===== src/rtl/mips_multicycle_controller.sv =====
// Multicycle MIPS control unit: Moore main FSM plus the R-type ALU decoder.
// Selects and enables are registered alongside the state; only alu_control in
// EXECUTE and illegal_op in DECODE look at the IR fields combinationally.
module mips_multicycle_controller #(
   parameter int FUNCT_W   = 6,
   parameter int ALU_CTL_W = 3
) (
   input  logic                 clk,
   input  logic                 rst_n,
   input  logic [FUNCT_W-1:0]   opcode,
   input  logic [FUNCT_W-1:0]   funct,
   output logic                 mem_to_reg,
   output logic                 reg_dest,
   output logic                 i_or_d,
   output logic                 alu_src_a,
   output logic [1:0]           alu_src_b,
   output logic [1:0]           pc_src,
   output logic [ALU_CTL_W-1:0] alu_control,
   output logic                 ir_write,
   output logic                 mem_write,
   output logic                 pc_write,
   output logic                 branch,
   output logic                 reg_write,
   output logic                 illegal_op,
   output logic [3:0]           state_dbg
);

   typedef enum logic [3:0] {
      S_FETCH   = 4'd0,
      S_DECODE  = 4'd1,
      S_MEMADR  = 4'd2,
      S_MEMRD   = 4'd3,
      S_MEMWB   = 4'd4,
      S_MEMWR   = 4'd5,
      S_EXECUTE = 4'd6,
      S_ALUWB   = 4'd7,
      S_BRANCH  = 4'd8,
      S_ADDIEX  = 4'd9,
      S_ADDIWB  = 4'd10,
      S_JUMP    = 4'd11
   } state_t;

   // All state-derived datapath controls, registered as one word.
   typedef struct packed {
      logic                 mem_to_reg;
      logic                 reg_dest;
      logic                 i_or_d;
      logic                 alu_src_a;
      logic [1:0]           alu_src_b;
      logic [1:0]           pc_src;
      logic [ALU_CTL_W-1:0] alu_control;
      logic                 ir_write;
      logic                 mem_write;
      logic                 pc_write;
      logic                 branch;
      logic                 reg_write;
   } ctl_t;

   localparam logic [FUNCT_W-1:0] OP_RTYPE = 6'b000000;
   localparam logic [FUNCT_W-1:0] OP_LW    = 6'b100011;
   localparam logic [FUNCT_W-1:0] OP_SW    = 6'b101011;
   localparam logic [FUNCT_W-1:0] OP_BEQ   = 6'b000100;
   localparam logic [FUNCT_W-1:0] OP_ADDI  = 6'b001000;
   localparam logic [FUNCT_W-1:0] OP_J     = 6'b000010;

   localparam logic [FUNCT_W-1:0] FN_ADD = 6'b100000;
   localparam logic [FUNCT_W-1:0] FN_SUB = 6'b100010;
   localparam logic [FUNCT_W-1:0] FN_AND = 6'b100100;
   localparam logic [FUNCT_W-1:0] FN_OR  = 6'b100101;
   localparam logic [FUNCT_W-1:0] FN_SLT = 6'b101010;

   localparam logic [ALU_CTL_W-1:0] ALU_ADD = 3'b010;
   localparam logic [ALU_CTL_W-1:0] ALU_SUB = 3'b110;
   localparam logic [ALU_CTL_W-1:0] ALU_AND = 3'b000;
   localparam logic [ALU_CTL_W-1:0] ALU_OR  = 3'b001;
   localparam logic [ALU_CTL_W-1:0] ALU_SLT = 3'b111;

   state_t state;
   state_t state_nxt;
   ctl_t   ctl_q;

   // Unknown functs fall back to add so the instruction still retires.
   function automatic logic [ALU_CTL_W-1:0] alu_decode(input logic [FUNCT_W-1:0] fn);
      logic [ALU_CTL_W-1:0] a;
      case (fn)
         FN_ADD:  a = ALU_ADD;
         FN_SUB:  a = ALU_SUB;
         FN_AND:  a = ALU_AND;
         FN_OR:   a = ALU_OR;
         FN_SLT:  a = ALU_SLT;
         default: a = ALU_ADD;
      endcase
      return a;
   endfunction

   function automatic logic op_supported(input logic [FUNCT_W-1:0] op);
      return (op == OP_RTYPE) || (op == OP_LW) || (op == OP_SW) ||
             (op == OP_BEQ) || (op == OP_ADDI) || (op == OP_J);
   endfunction

   function automatic state_t next_of(input state_t s, input logic [FUNCT_W-1:0] op);
      state_t n;
      n = S_FETCH;
      case (s)
         S_FETCH:   n = S_DECODE;
         S_DECODE: begin
            case (op)
               OP_LW, OP_SW: n = S_MEMADR;
               OP_RTYPE:     n = S_EXECUTE;
               OP_BEQ:       n = S_BRANCH;
               OP_ADDI:      n = S_ADDIEX;
               OP_J:         n = S_JUMP;
               default:      n = S_FETCH;
            endcase
         end
         S_MEMADR:  n = (op == OP_SW) ? S_MEMWR : S_MEMRD;
         S_MEMRD:   n = S_MEMWB;
         S_EXECUTE: n = S_ALUWB;
         S_ADDIEX:  n = S_ADDIWB;
         default:   n = S_FETCH;
      endcase
      return n;
   endfunction

   // Controls for a given state; anything not named stays 0, including the
   // unused encodings.
   function automatic ctl_t ctl_for(input state_t s);
      ctl_t c;
      c = '0;
      case (s)
         S_FETCH: begin
            c.ir_write    = 1'b1;
            c.alu_src_b   = 2'b01;
            c.alu_control = ALU_ADD;
            c.pc_write    = 1'b1;
         end
         S_DECODE: begin
            c.alu_src_b   = 2'b11;
            c.alu_control = ALU_ADD;
         end
         S_MEMADR, S_ADDIEX: begin
            c.alu_src_a   = 1'b1;
            c.alu_src_b   = 2'b10;
            c.alu_control = ALU_ADD;
         end
         S_MEMRD: c.i_or_d = 1'b1;
         S_MEMWB: begin
            c.mem_to_reg = 1'b1;
            c.reg_write  = 1'b1;
         end
         S_MEMWR: begin
            c.i_or_d    = 1'b1;
            c.mem_write = 1'b1;
         end
         S_EXECUTE: begin
            c.alu_src_a   = 1'b1;
            c.alu_control = ALU_ADD;
         end
         S_ALUWB: begin
            c.reg_dest  = 1'b1;
            c.reg_write = 1'b1;
         end
         S_BRANCH: begin
            c.alu_src_a   = 1'b1;
            c.alu_control = ALU_SUB;
            c.pc_src      = 2'b01;
            c.branch      = 1'b1;
         end
         S_ADDIWB: c.reg_write = 1'b1;
         S_JUMP: begin
            c.pc_src   = 2'b10;
            c.pc_write = 1'b1;
         end
         default: c = '0;
      endcase
      return c;
   endfunction

   assign state_nxt = next_of(state, opcode);

   // State and its controls advance together so outputs come straight from flops.
   always_ff @(posedge clk or negedge rst_n) begin
      if (!rst_n) begin
         state <= S_FETCH;
         ctl_q <= ctl_for(S_FETCH);
      end else begin
         state <= state_nxt;
         ctl_q <= ctl_for(state_nxt);
      end
   end

   assign mem_to_reg  = ctl_q.mem_to_reg;
   assign reg_dest    = ctl_q.reg_dest;
   assign i_or_d      = ctl_q.i_or_d;
   assign alu_src_a   = ctl_q.alu_src_a;
   assign alu_src_b   = ctl_q.alu_src_b;
   assign pc_src      = ctl_q.pc_src;
   assign alu_control = (state == S_EXECUTE) ? alu_decode(funct) : ctl_q.alu_control;

   // Enables are gated by rst_n so nothing can fire while reset is held,
   // even though the flops sit at their FETCH values.
   assign ir_write   = ctl_q.ir_write  & rst_n;
   assign mem_write  = ctl_q.mem_write & rst_n;
   assign pc_write   = ctl_q.pc_write  & rst_n;
   assign branch     = ctl_q.branch    & rst_n;
   assign reg_write  = ctl_q.reg_write & rst_n;
   assign illegal_op = rst_n & (state == S_DECODE) & ~op_supported(opcode);

   assign state_dbg = state;

endmodule


===== config.mk =====
export PLATFORM = sky130hd
export DESIGN_NAME = mips_multicycle_controller
export DESIGN_NICKNAME = d
export VERILOG_FILES = /design/src/rtl/mips_multicycle_controller.sv
export SDC_FILE = /design/constraint.sdc
export NUM_CORES = 1
export LEC_CHECK = 0
export BUFFER_PORTS_ARGS = -buffer_cell sky130_fd_sc_hd__buf_2
export CORE_MARGIN = 4
export CORE_UTILIZATION = 35
export CTS_CLUSTER_SIZE = 20
export DETAILED_ROUTE_END_ITERATION = 8
export PLACE_DENSITY = 0.7
export SYNTH_ARGS = -nofsm -noshare
export SYNTH_HDL_FRONTEND = slang
export SYNTH_SLANG_ARGS = --single-unit

===== constraint.sdc =====
create_clock -name clk -period 2.3 [get_ports clk]
set_input_delay 0.575 -clock clk [delete_from_list [all_inputs] [get_ports clk]]
set_output_delay 0.575 -clock clk [all_outputs]
set_load 0.02 [all_outputs]

After elaboration in Yosys (flattened, before gate mapping)
Cells that the tools add are included.
{"block": "word_totals", "ff_bits": 20, "latchBits": 0, "ramBits": 0, "memories": 0, "rom_bits": 0, "elab_cells": 78}
{"block": "classes", "n_shift": 0, "n_reduce_logical": 15, "eq_ne": 25, "n_mux": 17, "addsub": 0, "div": 0, "bitwise": 8, "n_mul": 0, "magnitude_cmp": 0}
{"operator": "6-bit == test (second input constant)", "count": 6}
{"operator": "4-bit case mux with 6 select lines", "count": 1}
{"operator": "4-bit by 3-bit == test with 1-bit output (second input constant)", "count": 5}
{"operator": "4-bit == test (second input constant)", "count": 5}
{"operator": "4-bit case mux with 5 select lines", "count": 1}
{"operator": "4-bit by 2-bit == test with 1-bit output (second input constant)", "count": 4}
{"operator": "3-bit case mux with 4 select lines", "count": 1}
{"operator": "1-bit two-way mux", "count": 9}
{"operator": "4-bit by 1-bit == test with 1-bit output (second input constant)", "count": 2}
{"operator": "4-bit logical NOT", "count": 2}
{"operator": "2-bit OR reduction", "count": 4}
{"operator": "1-bit bitwise AND", "count": 7}
{"operator": "6-bit by 2-bit == test with 1-bit output (second input constant)", "count": 1}
{"operator": "6-bit by 3-bit == test with 1-bit output (second input constant)", "count": 1}
{"operator": "6-bit by 4-bit == test with 1-bit output (second input constant)", "count": 1}
{"operator": "6-bit logical NOT", "count": 1}
{"operator": "3-bit two-way mux", "count": 2}
{"operator": "2-bit case mux with 3 select lines", "count": 1}
{"operator": "3-bit case mux with 2 select lines", "count": 1}
{"operator": "1-bit logical OR", "count": 5}
{"operator": "5-bit OR reduction", "count": 1}
{"operator": "2-bit case mux with 2 select lines", "count": 1}
{"operator": "4-bit OR reduction", "count": 1}
{"operator": "3-bit OR reduction", "count": 1}
{"operator": "1-bit inverter", "count": 1}

Longest topological paths before layout
{"block": "logic_depth", "ltp_word": 8, "depth_mapped": 7, "ltp_nobuf": 6}

Worst setup path before layout
OpenSTA, ideal clock, no wires.
{"block": "synth_timing", "path_type": "register to output", "from": "register state[1] (netlist: state_dbg[1])", "to": "output alu_control[0]", "path_slack_ps": 57, "t_required_ps": 1725, "arrival_time_ps": 1668, "path_stages_with_launch": 5, "path_cell_list": "dfrtp_1 inv_1 nor4b_2 and3b_1 nor2b_1"}
{"block": "synth_via", "elab_chain_cells": 2}
{"element": "start: declaration", "line_no": "78", "source": "state_t state;"}
{"element": "start signal: assignment", "line_no": "187", "source": "state <= state_nxt;"}
{"element": "4-bit by 3-bit == test with 1-bit output", "line_no": "198", "source": "assign alu_control = (state == S_EXECUTE) ? alu_decode(funct) : ctl_q.alu_control;"}
{"element": "3-bit two-way mux", "line_no": "198"}
{"element": "end: declaration", "line_no": "18", "source": "output logic [ALU_CTL_W-1:0] alu_control,"}
Every way passes these cells.

Worst setup path in the final report
{"block": "layout_timing", "from": "register state[3] (netlist: state_dbg[3])", "to": "output illegal_op"}
{"block": "layout_via", "elab_chain_cells": 3}
{"element": "4-bit by 1-bit == test with 1-bit output", "line_no": "207", "source": "assign illegal_op = rst_n & (state == S_DECODE) & ~op_supported(opcode);"}
{"element": "1-bit bitwise AND (2 in a row)", "line_no": "207"}
{"element": "end: declaration", "line_no": "24", "source": "output logic illegal_op,"}
Every way passes these cells.

==> flow_metrics.py <==
metrics = {
    "setup_path": {
        "crit_chain": "nor4b_1 -> nand3_1 -> nor2_1 -> buf_2",
        "cp_slowest_cell": "nor4b_1",
        "critical-path-max-stage-delay_ns": 0.46,
        "start_kind": "flip-flop",
        "crit_type": "reg -> out",
        "worstPathArrival_ns": 1.60,
        "cpLargestDelayFamily": "simple AND/OR/NAND/NOR gates",
        "crit_fanout": 4,
        "crit_required_ns": 1.73,
        "crit_buf_inv": 1,
        "critPathCaptureType": "output port",
    },
    "power": {
        "power_leakage_nw": 0.611,
        "pwr-share-comb_pct": 54.0,
        "powerDensity_nw_per_um2": 1020,
        "sw_frac_of_total_pct": 41.2,
        "ir_worst_vdd_uv": 544,
        "p_sw_mw": 0.533,
        "pwr-share-clk_pct": 11.9,
        "p_int_mw": 0.759,
        "p_seq_share_pct": 34.1,
    },
    "grt": {
        "overflow": 0,
        "first_global_vias": 811,
        "grt_max_degree": 18,
        "antenna_found_initial": 0,
        "grtUsageTotal_pct": 12.2,
        "grt_pass1_wl_um": 3470,
    },
    "final_layout": {
        "regArea_sq_um": 430,
        "drive_gt1_share_pct": 47.7,
        "synthToLayoutAreaGrowth_pct": 24.7,
        "regMostFlops": "ctl_q",
        "layout_commonest_cell": "buf_2",
        "insertedDiodeCount": 0,
        "mostFrequentLayoutCells": "34 x buf_2, 13 x dfrtp_1, 10 x buf_4",
        "multiInputGateArea_sq_um": 512,
        "fin_util_pct": 45.8,
        "fill_cells": 265,
        "largest_reg_flops": 6,
        "final_cells": 161,
        "nets": 145,
    },
    "floorplanning": {
        "placementRows": 19,
        "initial_utilization_pct": 36.8,
        "die_h_um": 61.8,
        "fp.coreArea_sq_um": 2760,
        "die_w_um": 61.8,
        "die-area_sq_um": 3820,
        "io_pins": 35,
    },
    "detailed_routing": {
        "via_per_inst": 5.25,
        "vias": 845,
        "drc": 0,
        "drt_iter0_markers": 14,
        "totalWireLength_um": 2170,
        "wl_per_cell_um": 13.5,
        "antenna_left": 0,
        "drt_first_pass_iters": 4,
    },
    "place": {
        "port_buffers": 34,
        "dp_slack_ns": 0.139,
        "place_inst": 156,
        "dp_hpwl_um": 1760,
        "gp_congestion": 0.814,
    },
    "logic_synthesis": {
        "synth_edf_count": 0,
        "ys.flop_type": "dfrtp_1",
        "async_reset_ff_share_pct": 100,
        "ys_ff_latch": 17,
        "synth_warnings": 0,
        "synth.avg_cell_area_sq_um": 11.1,
        "synth.distinct_cells": 43,
        "synthesis.nets": 105,
        "yosysSeqAreaShare_pct": 42.5,
        "synth_area_sq_um": 1010,
        "netlist_instances": 91,
    },
    "sta": {
        "max_slew.worst_pin.slew_ns": 0.492,
        "clock-skew-final_ns": 0.00393,
        "finalSetupTns_ns": 0,
        "relSlewSlack_pct": 66.7,
        "min_period_ns": 2.17,
        "worst_slack_ns": 0.127,
        "fin_crit_sh_pct": 94.5,
        "finalMaxSlewViolations": 0,
        "rsz0062_at_grt": "no",
        "whs_ns": 0.161,
        "hold_violations": 0,
        "fmax_ghz": 0.460,
        "setup_viol": 0,
    },
    "clocking": {
        "root_buffer": "clkbuf_4",
        "worstSkewPairLatency_ns": 0.28,
        "clock_sinks": 17,
        "cts_hold_buf": 0,
        "clk_path_buf_depth": 2,
        "cts_max_level": 1,
        "cts_buffers": 3,
        "path_clk_slew_ns": 0.09,
        "cts_tree": "done",
    },
    "run": {
        "maxCapViolCount": 0,
    },
    "worst_hold_path": {
        "hp-class": "in -> async",
    },
    "outcome": {
        "status": "finished, final reports clean",
    },
}
==> kinds of logic (layout without fill, tap and decap cells) <==
| kind of cell | after synthesis | in the layout | share of synthesized area [%] |
|---|---|---|---|
| AO/OA/AOI/OAI | 20 | 20 | 19.6 |
| XOR/XNOR | 3 | 3 | 2.59 |
| buffers and inverters | 12 | 51 | 8.02 |
| flip-flops | 17 | 17 | 42.5 |
| AND/OR/NAND/NOR | 39 | 39 | 27.3 |
==> area by class of cell <==
| type | count | area share, % |
|---|---|---|
| multi-input cells | 62 | 40.5 |
| flip-flops and latches | 17 | 34.1 |
| repair buffers | 44 | 19.4 |
| well taps | 31 | 3.07 |
| clock buffers | 4 | 2.08 |
| inverters | 3 | 0.891 |
==> layer usage <==
layer  up-vias  track usage [%]  share of wire, %
met5         -                0                 0
met4         0             5.45               1.6
met3         4             1.24               6.5
met2        30             22.3                49
met1       397             14.3                43
li1        414                -                 -
==> final timing paths <==
check,start,to,slack (ns),cells after the start
min in group clk,state_dbg[0],reg_dest,0.64,2
max in group asynchronous,rst_n,ctl_q[6],1.68,2
hold / removal,rst_n,alu_src_a,0.16,1
setup reg to reg,state_dbg[1],alu_src_b[1],0.29,7
setup / recovery,state_dbg[3],illegal_op,0.13,4
hold reg to reg,state_dbg[0],reg_dest,0.64,2
==> Yosys cell counts (all sizes together) (2+ instances only) <==
library cell,n,area (sq um)
nor4b,3,32.5
inv,3,11.3
dfrtp,13,325
nor4,4,31.3
nor3b,3,27.5
nand3,3,15.0
nand2,2,7.51
and2,6,37.5
buf,9,70.1
nor2b,4,25.0
xor2,2,17.5
nor3,6,35.0
o21ai,6,30.0
dfstp,4,105
nor2,3,27.5
o211ai,2,28.8
==> stage by stage <==
step | area [sq um] | power (mW)
floorplan | 1010 | 0.941
global placement | 1220 | 1.11
detailed placement | 1220 | 1.12
CTS | 1250 | 1.28
global route | 1260 | 1.37
finish | 1260 | 1.29
==> timing repair <==
item                       CTS  global route
buffers inserted             0             1
setup endpoints to repair    0             2
resized for setup            0             2
==> power by group through the flow <==
| stage | Combinational, mW | Sequential (mW) | Clock, mW |
|---|---|---|---|
| final | 0.698 | 0.441 | 0.153 |
| after global routing | 0.748 | 0.450 | 0.176 |
| after CTS | 0.685 | 0.438 | 0.160 |
| after detailed placement | 0.679 | 0.444 | 0 |
| after global placement | 0.669 | 0.439 | 0 |
| after floorplan | 0.439 | 0.501 | 0 |
Power figures use the tool's default switching activity.
